$ cat config.mk
export PLATFORM = sky130hd
export DESIGN_NAME = move_arbiter
export DESIGN_NICKNAME = d
export VERILOG_FILES = /design/src/rtl/move_arbiter.sv
export SDC_FILE = /design/constraint.sdc
export NUM_CORES = 1
export LEC_CHECK = 0
export ABC_AREA = 1
export ABC_CLOCK_PERIOD_IN_PS = 1800
export BUFFER_PORTS_ARGS = -buffer_cell sky130_fd_sc_hd__buf_2
export CORE_MARGIN = 2
export CORE_UTILIZATION = 45
export DETAILED_ROUTE_END_ITERATION = 7
export HOLD_SLACK_MARGIN = 0.03
export SYNTH_ARGS = -nofsm -noshare
export SYNTH_HDL_FRONTEND = slang
export SYNTH_SLANG_ARGS = --single-unit
$ cat constraint.sdc
create_clock -name i_clk -period 1.8 [get_ports i_clk]
set_input_delay 0.09 -clock i_clk [delete_from_list [all_inputs] [get_ports i_clk]]
set_output_delay 0.09 -clock i_clk [all_outputs]
set_load 0.03 [all_outputs]
$ cat src/rtl/move_arbiter.sv
`default_nettype none
// ============================================================================
// Module      : move_arbiter
// Description : Turns keyboard make/break events for two players into
//               move (and optional bomb) commands for the map-update port.
//               Per-player held-key vectors, per-player cooldown, round-robin
//               grant between players, two-state request/acknowledge FSM.
//               Optional feature macro: BOMB_KEY_EN (adds bomb keys and the
//               o_move_bomb output).
// Revision    : 1.0 - initial release
// ============================================================================
module move_arbiter #(
  parameter int MOVE_PERIOD = 2500000,
  parameter int CNT_W       = 22
) (
  input  logic       i_clk,
  input  logic       i_rst_n,
  input  logic [7:0] i_key_data,
  input  logic       i_key_valid,
  input  logic       i_key_break,
  output logic       o_move_req,
  output logic       o_move_player,
  output logic [1:0] o_move_dir,
`ifdef BOMB_KEY_EN
  output logic       o_move_bomb,
`endif
  input  logic       i_move_ack
);

  localparam logic [0:0]       c_idle   = 1'b0;
  localparam logic [0:0]       c_req    = 1'b1;
  localparam logic [CNT_W-1:0] c_reload = CNT_W'(MOVE_PERIOD - 1);

  logic [0:0]            r_state;
  logic [0:0]            w_state_nxt;
  logic [1:0][3:0]       r_held;
  logic [1:0][CNT_W-1:0] r_cd;
  logic [1:0]            w_elig;
  logic [1:0]            w_bomb_pend;
  logic                  r_last_p2;
  logic                  r_move_player;
  logic [1:0]            r_move_dir;
  logic                  w_ack;
  logic                  w_grant;
  logic                  w_gnt_player;
  logic [1:0]            w_gnt_dir;
  logic                  w_mv_hit;
  logic                  w_mv_player;
  logic [1:0]            w_mv_bit;
  logic                  w_bomb_hit;
  logic                  w_bomb_player;

  // Direction priority among held keys: up > down > left > right.
  function automatic logic [1:0] f_prio(input logic [3:0] h);
    if (h[0])      return 2'd0;
    else if (h[1]) return 2'd1;
    else if (h[2]) return 2'd2;
    else           return 2'd3;
  endfunction

  // Decode the ASCII key code into player / direction bit or bomb key.
  always_comb begin
    w_mv_hit      = 1'b0;
    w_mv_player   = 1'b0;
    w_mv_bit      = 2'd0;
    w_bomb_hit    = 1'b0;
    w_bomb_player = 1'b0;
    case (i_key_data)
      8'h57: begin w_mv_hit = 1'b1; w_mv_player = 1'b0; w_mv_bit = 2'd0; end
      8'h53: begin w_mv_hit = 1'b1; w_mv_player = 1'b0; w_mv_bit = 2'd1; end
      8'h41: begin w_mv_hit = 1'b1; w_mv_player = 1'b0; w_mv_bit = 2'd2; end
      8'h44: begin w_mv_hit = 1'b1; w_mv_player = 1'b0; w_mv_bit = 2'd3; end
      8'h49: begin w_mv_hit = 1'b1; w_mv_player = 1'b1; w_mv_bit = 2'd0; end
      8'h4B: begin w_mv_hit = 1'b1; w_mv_player = 1'b1; w_mv_bit = 2'd1; end
      8'h4A: begin w_mv_hit = 1'b1; w_mv_player = 1'b1; w_mv_bit = 2'd2; end
      8'h4C: begin w_mv_hit = 1'b1; w_mv_player = 1'b1; w_mv_bit = 2'd3; end
`ifdef BOMB_KEY_EN
      8'h46: begin w_bomb_hit = 1'b1; w_bomb_player = 1'b0; end
      8'h48: begin w_bomb_hit = 1'b1; w_bomb_player = 1'b1; end
`endif
      default: ;
    endcase
  end

  assign w_ack = (r_state == c_req) && i_move_ack;

`ifdef BOMB_KEY_EN
  logic [1:0] r_bomb;
  logic       r_move_bomb;
  assign w_bomb_pend = r_bomb;
  assign o_move_bomb = r_move_bomb;
`else
  assign w_bomb_pend = 2'b00;
`endif

  generate
    for (genvar p = 0; p < 2; p++) begin : g_player
      // Held-key vector: make sets, break clears the decoded direction bit.
      always_ff @(posedge i_clk or negedge i_rst_n) begin
        if (!i_rst_n) begin
          r_held[p] <= 4'b0000;
        end else if (i_key_valid && w_mv_hit && (w_mv_player == 1'(p))) begin
          r_held[p][w_mv_bit] <= ~i_key_break;
        end
      end

      // Cooldown: reload on this player's handshake, else count down to 0.
      always_ff @(posedge i_clk or negedge i_rst_n) begin
        if (!i_rst_n) begin
          r_cd[p] <= '0;
        end else if (w_ack && (r_move_player == 1'(p))) begin
          r_cd[p] <= c_reload;
        end else if (r_cd[p] != '0) begin
          r_cd[p] <= r_cd[p] - 1'b1;
        end
      end

`ifdef BOMB_KEY_EN
      // Bomb pending: cleared when its bomb command is acknowledged; a new make wins.
      always_ff @(posedge i_clk or negedge i_rst_n) begin
        if (!i_rst_n) begin
          r_bomb[p] <= 1'b0;
        end else begin
          if (w_ack && r_move_bomb && (r_move_player == 1'(p)))
            r_bomb[p] <= 1'b0;
          if (i_key_valid && w_bomb_hit && !i_key_break && (w_bomb_player == 1'(p)))
            r_bomb[p] <= 1'b1;
        end
      end
`endif

      assign w_elig[p] = (r_cd[p] == '0) && ((|r_held[p]) || w_bomb_pend[p]);
    end
  endgenerate

  // Round-robin choice: on a tie grant the player not granted last.
  assign w_gnt_player = (&w_elig) ? ~r_last_p2 : w_elig[1];
  assign w_gnt_dir    = f_prio(r_held[w_gnt_player]);
  assign w_grant      = (r_state == c_idle) && (|w_elig);

  // FSM state register.
  always_ff @(posedge i_clk or negedge i_rst_n) begin
    if (!i_rst_n) r_state <= c_idle;
    else          r_state <= w_state_nxt;
  end

  // FSM next state: IDLE waits for an eligible player, REQ waits for ACK.
  always_comb begin
    w_state_nxt = r_state;
    case (r_state)
      c_idle:  if (|w_elig)   w_state_nxt = c_req;
      c_req:   if (i_move_ack) w_state_nxt = c_idle;
      default: w_state_nxt = c_idle;
    endcase
  end

  // FSM output: request is asserted for the whole REQ state.
  always_comb begin
    o_move_req = (r_state == c_req);
  end

  // Command fields are captured on entry to REQ and held until ACK.
  always_ff @(posedge i_clk or negedge i_rst_n) begin
    if (!i_rst_n) begin
      r_move_player <= 1'b0;
      r_move_dir    <= 2'b00;
    end else if (w_grant) begin
      r_move_player <= w_gnt_player;
      r_move_dir    <= w_gnt_dir;
    end
  end

`ifdef BOMB_KEY_EN
  // A pending bomb outranks movement inside the granted player's command.
  always_ff @(posedge i_clk or negedge i_rst_n) begin
    if (!i_rst_n)     r_move_bomb <= 1'b0;
    else if (w_grant) r_move_bomb <= r_bomb[w_gnt_player];
  end
`endif

  // Round-robin pointer tracks the last acknowledged player (resets to player 2).
  always_ff @(posedge i_clk or negedge i_rst_n) begin
    if (!i_rst_n)   r_last_p2 <= 1'b1;
    else if (w_ack) r_last_p2 <= r_move_player;
  end

  assign o_move_player = r_move_player;
  assign o_move_dir    = r_move_dir;

endmodule
`default_nettype wire

# == After elaboration in Yosys (flattened, before gate mapping) ==
# Cells that the tools add are included.
# word_totals
reg_bits,57
input_bits,13
output_inout_bits,4
elab_cells,71
# op_classes
add_sub_neg,2
n_lt_le_gt_ge,3
n_eq_ne,8
mux,20
n_bitwise,5
n_reduce_logical,25
# op_table
op,n
22-bit two-way mux,4
"8-bit by 7-bit equality test with 1-bit output, second input constant",8
22-bit zero test,2
22-bit nonzero test,2
"22-bit by 1-bit subtractor with 22-bit output, second input constant",2
4-bit OR reduction,3
1-bit logical AND,10
4-bit bitwise mux,2
2-bit OR reduction,4
8-bit OR reduction,1
1-bit two-way mux,7
3-bit two-way mux,2
2-bit case mux with 3 select lines,1
1-bit NOT,5
2-bit two-way mux,2
2-bit nonzero test,2
"2-bit by 3-bit less-than comparator with 1-bit output, second input constant",1
1-bit demux with 2-bit select,1
"2-bit by 1-bit greater-or-equal comparator with 1-bit output, second input constant",1
"1-bit by 2-bit less-than comparator with 1-bit output, second input constant",1
1-bit case mux with 2 select lines,1
2-bit AND reduction,1

# == Logic depth before layout (Yosys ltp) ==
# Gate-level depths: netlist of the first run.
# depth
word_depth,9
ltp_mapped,13
ltp_nobuf,13

# == Least setup slack after synthesis of the first run ==
# Ideal clock, no wire load.
# synth_timing
path_kind,flip-flop to flip-flop
from,register r_cd[22] (netlist bit)
to,register r_cd[28] (netlist bit)
setup_ns,0.117
arrival_time_ns,1.547
required_ns,1.683
setup_slack_ns,0.136
path_stages_with_launch,12
path_buffers,0
period_less_slack_ns,1.664
path_cell_list,dfrtp_1 > inv_1 > ha_1 > nand2_2 > nor2_4 > nand3_4 > nor2_4 > nor2_1 > nand2_1 > nor2_1 > o21ai_1 > inv_1
# synth_via
elab_chain_len,3
word_cells_on_any_way,5
cone_classes,1 x add/sub; 2 x mux; 2 x reduce/logical
# synth_lines
item,line,text
from (decl),37,logic [1:0][CNT_W-1:0] r_cd;
"from (signal, indexed assignment)",112,r_cd[p] <= c_reload;
"from (signal, indexed assignment)",114,r_cd[p] <= r_cd[p] - 1'b1;
22-bit by 1-bit subtractor with 22-bit output,114,
22-bit two-way mux,113,end else if (r_cd[p] != '0) begin
22-bit two-way mux,111,end else if (w_ack && (r_move_player == 1'(p))) begin
# Several ways; a longest one is shown, not always the timed one. The select of a mux whose other input is x is not followed.
# A chain may end at the register's enable or synchronous reset.

# == Worst setup path after layout of the first run ==
# layout_timing
from,register r_cd[36] (netlist bit)
to,register r_cd[28] (netlist bit)
# layout_via
elab_chain_len,2
# layout_lines
item,line
22-bit nonzero test,113
2-bit nonzero test (no source line),--
# Every way passes these cells.

==> results.md, run 1 <==
* Status: complete, no violations
* Die area at 8167 um^2
* CP max-delay cell: dfrtp_1
* Initial Util at 46.28%
* Worst min path class: primary input to register
* Slack of the critical path at 0.1061 ns
* P_sw at 0.0009809 W
* CP top delay family: simple AND/OR/NAND/NOR gates
* Crit path max fanout at 7
* Pleak at 1.873 nW
* TritonCTS clock tree: done
* Syn Inst Count at 460
* Core area at 7253 um^2
* Post-synth ARST share at 100.0%
* ANT cells at 0
* Post-synth EDFFs at 0
* # IOs at 17
* Critical path arrival at 1.93 ns
* Minimum clock period at 1.694 ns
* Die Wd at 90.37 um
* Total power at 0.003176 W
* RePlAce Congestion at 0.9032
* Vias in the first global route at 2961
* Sequential power share at 47.0%
* Total CTS buffers at 9
* Top FF cell, synth: dfrtp_1
* Fin Clk Skew at 0.01226 ns
* Vias after detailed routing at 3157
* # fillers at 704
* Clock sinks at 57
* Layout cells sized above 1 at 21.50%
* Wirelength per Cell at 13.02 um
* Area Overhead vs Synth at 21.17%
* Port bufs at 16
* Final net count at 531
* Most common cell after layout, fill and taps aside: nand2_1
* DP HPWL at 5999 um
* GRT overflow at 0
* Vias per cell at 5.092
* Chip Height at 90.37 um
* Crit start category: register
* DRC viols at 0
* Finished Layout Cells at 620
* CP Cell Sequence: nor2_2 > nand2_1 > nor2_4 > nand3_4 > nor2_4 > nor2_1 > nand2_1 > nor2_1 > o21ai_1 > inv_1
* Initial DRC Count at 225
* Synthesized area at 3357 um^2
* Endpoints failing setup at 0
* Yosys cell types at 40
* H-tree levels at 3
* Synthesized area per cell at 7.298 um^2
* Clk slew on worst S/H paths at 0.07 ns
* Num rows at 31
* Crit. End Element: register
* Largest net degree at the start of global routing at 29
* Worst VDD drop at 0.0004012 V
* DRT Pass-1 Iters at 5
* YS warnings at 0
* Clock root cell: clkbuf_8
* Sequential-to-total area share from yosys stat at 42.53%
* Clock Tree Buf Depth at 2
* First-pass GRT wire length at 13630 um
* Clk_lat worst skew at 0.34 ns
* PD cells at 780.8 nW/um^2
* RSZ-0062 raised after global routing: yes
* Most frequent cells in the layout: nand2_1, nor2_1, dfrtp_1, inv_1, o21ai_0
* Bufs and invs on worst path at 1
* Final hold vios at 0
* FMAX at 0.5903 GHz
* Post-Place Setup Slack at 0.02988 ns
* Internal cell power at 0.002195 W
* Multi-input gate area at 1782 um^2
* Slew Limit Headroom at 74.81%
* Total Wirelength at 8074 um
* Post-DRT Antenna Nets at 0
* Max incr delay on CP at 0.43 ns
* Gr usage total at 20.69%
* Sequential cell area at 1429 um^2
* Max Transition Viols Final at 0
* Slew @ Worst Pin at 0.3744 ns
* Synth Register Bits at 57
* CP Data Required Time at 2.04 ns
* Clk pwr share at 34.9%
* Switch share at 30.88%
* Gate power share at 18.1%
* Max Cap Viol at 0
* Post-Syn Nets at 475
* Setup Crit Path Kind: register to register
* Placed insts at 592
* Initial antenna violation count at 0
* Final period util at 94.11%
[path summary, 6_finish.rpt]
kind	from	endpoint	slack, ns	depth (start not counted)
max	r_cd[36]$_DFFE_PN0P_	r_cd[28]$_DFFE_PN0P_	0.11	10
min	i_move_ack	r_last_p2$_DFFE_PN1P_	0.05	4
max reg2reg	r_cd[36]$_DFFE_PN0P_	r_cd[28]$_DFFE_PN0P_	0.11	10
min reg2reg	r_held[7]$_DFFE_PN0P_	r_held[7]$_DFFE_PN0P_	0.50	2
max in group asynchronous	i_rst_n	r_cd[2]$_DFFE_PN0P_	1.07	3
min in group asynchronous	i_rst_n	r_cd[7]$_DFFE_PN0P_	0.15	2
[cell usage after synthesis, types with 4 or more instances]
library cell  number  area (um^2)
nand3_1           24        120.1
a21oi_1           20        100.1
xor2_1             8        70.07
nor3_1            16        80.08
nor2_1            80        300.3
nand2_2            5        31.28
xnor2_1            7        61.31
or2_2              4        25.02
nand2_1           98        367.9
dfrtp_1           56         1401
o21ai_0           31        155.2
inv_1             56        210.2
nor2_2            12        75.07
nor2_4             5        56.30
[final cells by class]
class	count	share of cell area, %
inverter	57	5.260
clock buffer	11	3.722
multi-input combinational	343	43.80
timing repair buffer	48	8.305
tap	99	3.045
sequential	57	35.13
clock inverter	5	0.7382
[cell families (layout without fill, tap and decap cells)]
kind of cell | Yosys count | after routing | synth area share (%)
AOI/OAI and AO/OA | 68 | 68 | 11.26
and+or+nand+nor | 258 | 258 | 34.81
buffers and inverters | 60 | 121 | 6.746
DFF | 57 | 57 | 42.53
xor gates and xnor gates | 15 | 15 | 3.914
adders and majority gates | 2 | 2 | 0.7453
[timing repair]
action / 4_1_cts / 5_1_grt
setup endpoints to repair: 0 / 28
endpoints found under the hold margin: 57 / 0
hold buffers: 2 / 0
gates resized for setup: 0 / 26
setup buffers: 0 / 10
[worst reg2reg max path, cell delays in order (launching register included)]
cell     delay (ns)
dfrtp_1        0.43
nor2_2         0.16
nand2_1        0.11
nor2_4         0.15
nand3_4        0.15
nor2_4         0.26
nor2_1         0.07
nand2_1        0.08
nor2_1         0.04
o21ai_1        0.10
inv_1          0.04
[metal layers]
layer	wire [um]	global-route usage [%]	part of all wire, %
met5	0	0	0
met4	114	8.205	1.4
met3	297	3.005	3.7
met2	3598	31.27	45
met1	4063	29.98	50
[registers in the layout, summed over array words and instances (netlist names)]
name,flops
r_cd,44
r_held,8
o_move_dir,2
o_move_player,1
o_move_req,1
r_last_p2,1
[power by group through the flow]
stage | sequential [W] | clock [W] | combinational [W]
finish | 0.00149 | 0.00111 | 0.000574
detailed placement | 0.00151 | 0 | 0.000527
floorplan | 0.00149 | 0 | 0.000340
CTS | 0.00149 | 0.00113 | 0.000534
global route | 0.00151 | 0.00119 | 0.000652
global placement | 0.00151 | 0 | 0.000517
[per-stage QoR]
step / hold slack (ns) / setup TNS (ns) / instance area, um^2 / util [%]
floorplan: -0.2056 / 0 / 3357 / -
global placement: -0.01319 / 0 / 3711 / 51.16
detailed placement: -0.005814 / 0 / 3711 / 51.16
CTS: 0.04972 / 0 / 3913 / 53.94
global route: 0.07406 / -0.2549 / 4068 / 56.08
finish: 0.04831 / 0 / 4068 / 56.08
No activity file was read; power rests on OpenSTA's default activity.
==> inputs of run 2 (changes only) <==
- MAX_ROUTING_LAYER: default -> met4
==> results.md, run 2 (synthesized netlist as in run 1, its figures left out) <==
* Total Wirelength at 8081 um (was 8074 um)
* Chip Height at 90.37 um (unchanged)
* Critical path arrival at 1.95 ns (was 1.93 ns)
* Gr usage total at 21.29% (was 20.69%)
* H-tree levels at 3 (unchanged)
* Wirelength per Cell at 13.03 um (was 13.02 um)
* P_sw at 0.0009898 W (was 0.0009809 W)
* Crit path max fanout at 7 (unchanged)
* CP max-delay cell: dfrtp_1 (unchanged)
* Clk_lat worst skew at 0.35 ns (was 0.34 ns)
* RSZ-0062 raised after global routing: yes (unchanged)
* Initial DRC Count at 216 (was 225)
* Die Wd at 90.37 um (unchanged)
* Worst hold slack at 0.03920 ns (was 0.04831 ns)
* First-pass GRT wire length at 13610 um (was 13630 um)
* Worst VDD drop at 0.0004060 V (was 0.0004012 V)
* Finished layout cell area at 4068 um^2 (unchanged)
* Final hold vios at 0 (unchanged)
* Sequential power share at 46.9% (was 47.0%)
* Port bufs at 16 (unchanged)
* # IOs at 17 (unchanged)
* Max Cap Viol at 0 (unchanged)
* Placed Area at 3711 um^2 (unchanged)
* Internal cell power at 0.002195 W (about the same)
* DRT Pass-1 Iters at 5 (unchanged)
* Largest net degree at the start of global routing at 29 (unchanged)
* FMAX at 0.5873 GHz (was 0.5903 GHz)
* Status: complete, no violations (unchanged)
* GRT overflow at 0 (unchanged)
* Initial antenna violation count at 0 (unchanged)
* Clock Tree Buf Depth at 2 (unchanged)
* Minimum clock period at 1.703 ns (was 1.694 ns)
* Vias in the first global route at 2964 (was 2961)
* Max incr delay on CP at 0.43 ns (about the same)
* Layout cells sized above 1 at 21.50% (unchanged)
* Largest Register: r_cd (unchanged)
* Final period util at 94.60% (was 94.11%)
* Crit start category: register (unchanged)
* Initial Util at 46.28% (unchanged)
* DRC viols at 0 (unchanged)
* DP HPWL at 5999 um (unchanged)
* Final net count at 531 (unchanged)
* Clk slew on worst S/H paths at 0.07 ns (about the same)
* Most frequent cells in the layout: nand2_1, nor2_1, dfrtp_1, inv_1, o21ai_0 (unchanged)
* Clock root cell: clkbuf_8 (unchanged)
* TNS Setup at 0 ns (unchanged)
* Most common cell after layout, fill and taps aside: nand2_1 (unchanged)
* Clk pwr share at 35.1% (was 34.9%)
* Pleak at 1.873 nW (unchanged)
* Switch share at 31.08% (was 30.88%)
* Die area at 8167 um^2 (unchanged)
* Post-Place Setup Slack at 0.02988 ns (unchanged)
* PD cells at 783.0 nW/um^2 (was 780.8 nW/um^2)
* ANT cells at 0 (unchanged)
* TritonCTS clock tree: done (unchanged)
* Max Transition Viols Final at 0 (unchanged)
* Slack of the critical path at 0.09718 ns (was 0.1061 ns)
* Max reg flops at 44 (unchanged)
* Area Overhead vs Synth at 21.17% (unchanged)
* Fin Clk Skew at 0.01234 ns (was 0.01226 ns)
* Clock sinks at 57 (unchanged)
* Gate power share at 18.0% (was 18.1%)
* CP Data Required Time at 2.04 ns (about the same)
* Core area at 7253 um^2 (unchanged)
* Slew @ Worst Pin at 0.3733 ns (was 0.3744 ns)
* # fillers at 704 (unchanged)
* Vias after detailed routing at 3159 (was 3157)
* Setup Crit Path Kind: register to register (unchanged)
* Vias per cell at 5.095 (was 5.092)
* RePlAce Congestion at 0.9187 (was 0.9032)
* Total CTS buffers at 9 (unchanged)
* Slew Limit Headroom at 74.89% (was 74.81%)
* CP Cell Sequence: nor2_2 > nand2_1 > nor2_4 > nand3_4 > nor2_4 > nor2_1 > nand2_1 > nor2_1 > o21ai_1 > inv_1 (unchanged)
* Num rows at 31 (unchanged)
* Endpoints failing setup at 0 (unchanged)
* Worst min path class: primary input to register (unchanged)
* Crit. End Element: register (unchanged)
* Post-DRT Antenna Nets at 0 (unchanged)
==> run 2: path summary, 6_finish.rpt <==
path / cells after the start / from / to / slack (ns)
max in group asynchronous: 3 / i_rst_n / r_cd[4]$_DFFE_PN0P_ / 1.09
min in group asynchronous: 2 / i_rst_n / r_cd[7]$_DFFE_PN0P_ / 0.14
min: 4 / i_move_ack / r_last_p2$_DFFE_PN1P_ / 0.04
min reg2reg: 2 / r_held[7]$_DFFE_PN0P_ / r_held[7]$_DFFE_PN0P_ / 0.50
max: 10 / r_cd[36]$_DFFE_PN0P_ / r_cd[28]$_DFFE_PN0P_ / 0.1
max reg2reg: 10 / r_cd[36]$_DFFE_PN0P_ / r_cd[28]$_DFFE_PN0P_ / 0.1
==> run 2: cell type report <==
cell class	instances	area, um^2	area share [%]
repair buffers	48	337.8	8.305
inverters	57	214.0	5.260
well taps	99	123.9	3.045
multi-input cells	343	1782	43.80
flip-flops and latches	57	1429	35.13
clock buffers	11	151.4	3.722
clock inverters	5	30.03	0.7382
==> run 2: metrics by stage <==
stage | instances | utilization (%) | power (W)
2_1_floorplan | 460 | - | 0.001829
3_3_place_gp | 592 | 51.16 | 0.002025
3_5_place_dp | 592 | 51.16 | 0.002038
4_1_cts | 610 | 53.94 | 0.003152
5_1_grt | 620 | 56.08 | 0.003352
6_report | 620 | 56.08 | 0.003185
==> run 2: routing by layer <==
| layer | part of all wire (%) | global-route usage (%) |
|---|---|---|
| met4 | 1.8 | 8.205 |
| met2 | 45 | 31.27 |
| met3 | 3.7 | 3.005 |
| met5 | 0 | - |
| met1 | 50 | 29.98 |
==> run 2: critical path: cells and delay by family, from the launching register on <==
kind	cells	cell delay, ns
AO/OA/AOI/OAI	1	0.10
buffers and inverters	1	0.04
flip-flops	1	0.43
AND/OR/NAND/NOR	8	1.02
==> run 2: what timing repair did <==
item	4_1_cts	5_1_grt
setup buffers	0	10
hold buffers	2	0
gates resized for setup	0	26
endpoints found under the hold margin	57	0
setup endpoints to repair	0	28
==> run 2: power by group through the flow <==
stage / combinational, W / sequential (W) / clock, W
final: 0.000574 / 0.00149 / 0.00112
after global routing: 0.000652 / 0.00151 / 0.00119
after CTS: 0.000534 / 0.00149 / 0.00113
after detailed placement: 0.000527 / 0.00151 / 0
after global placement: 0.000517 / 0.00151 / 0
after floorplan: 0.000340 / 0.00149 / 0
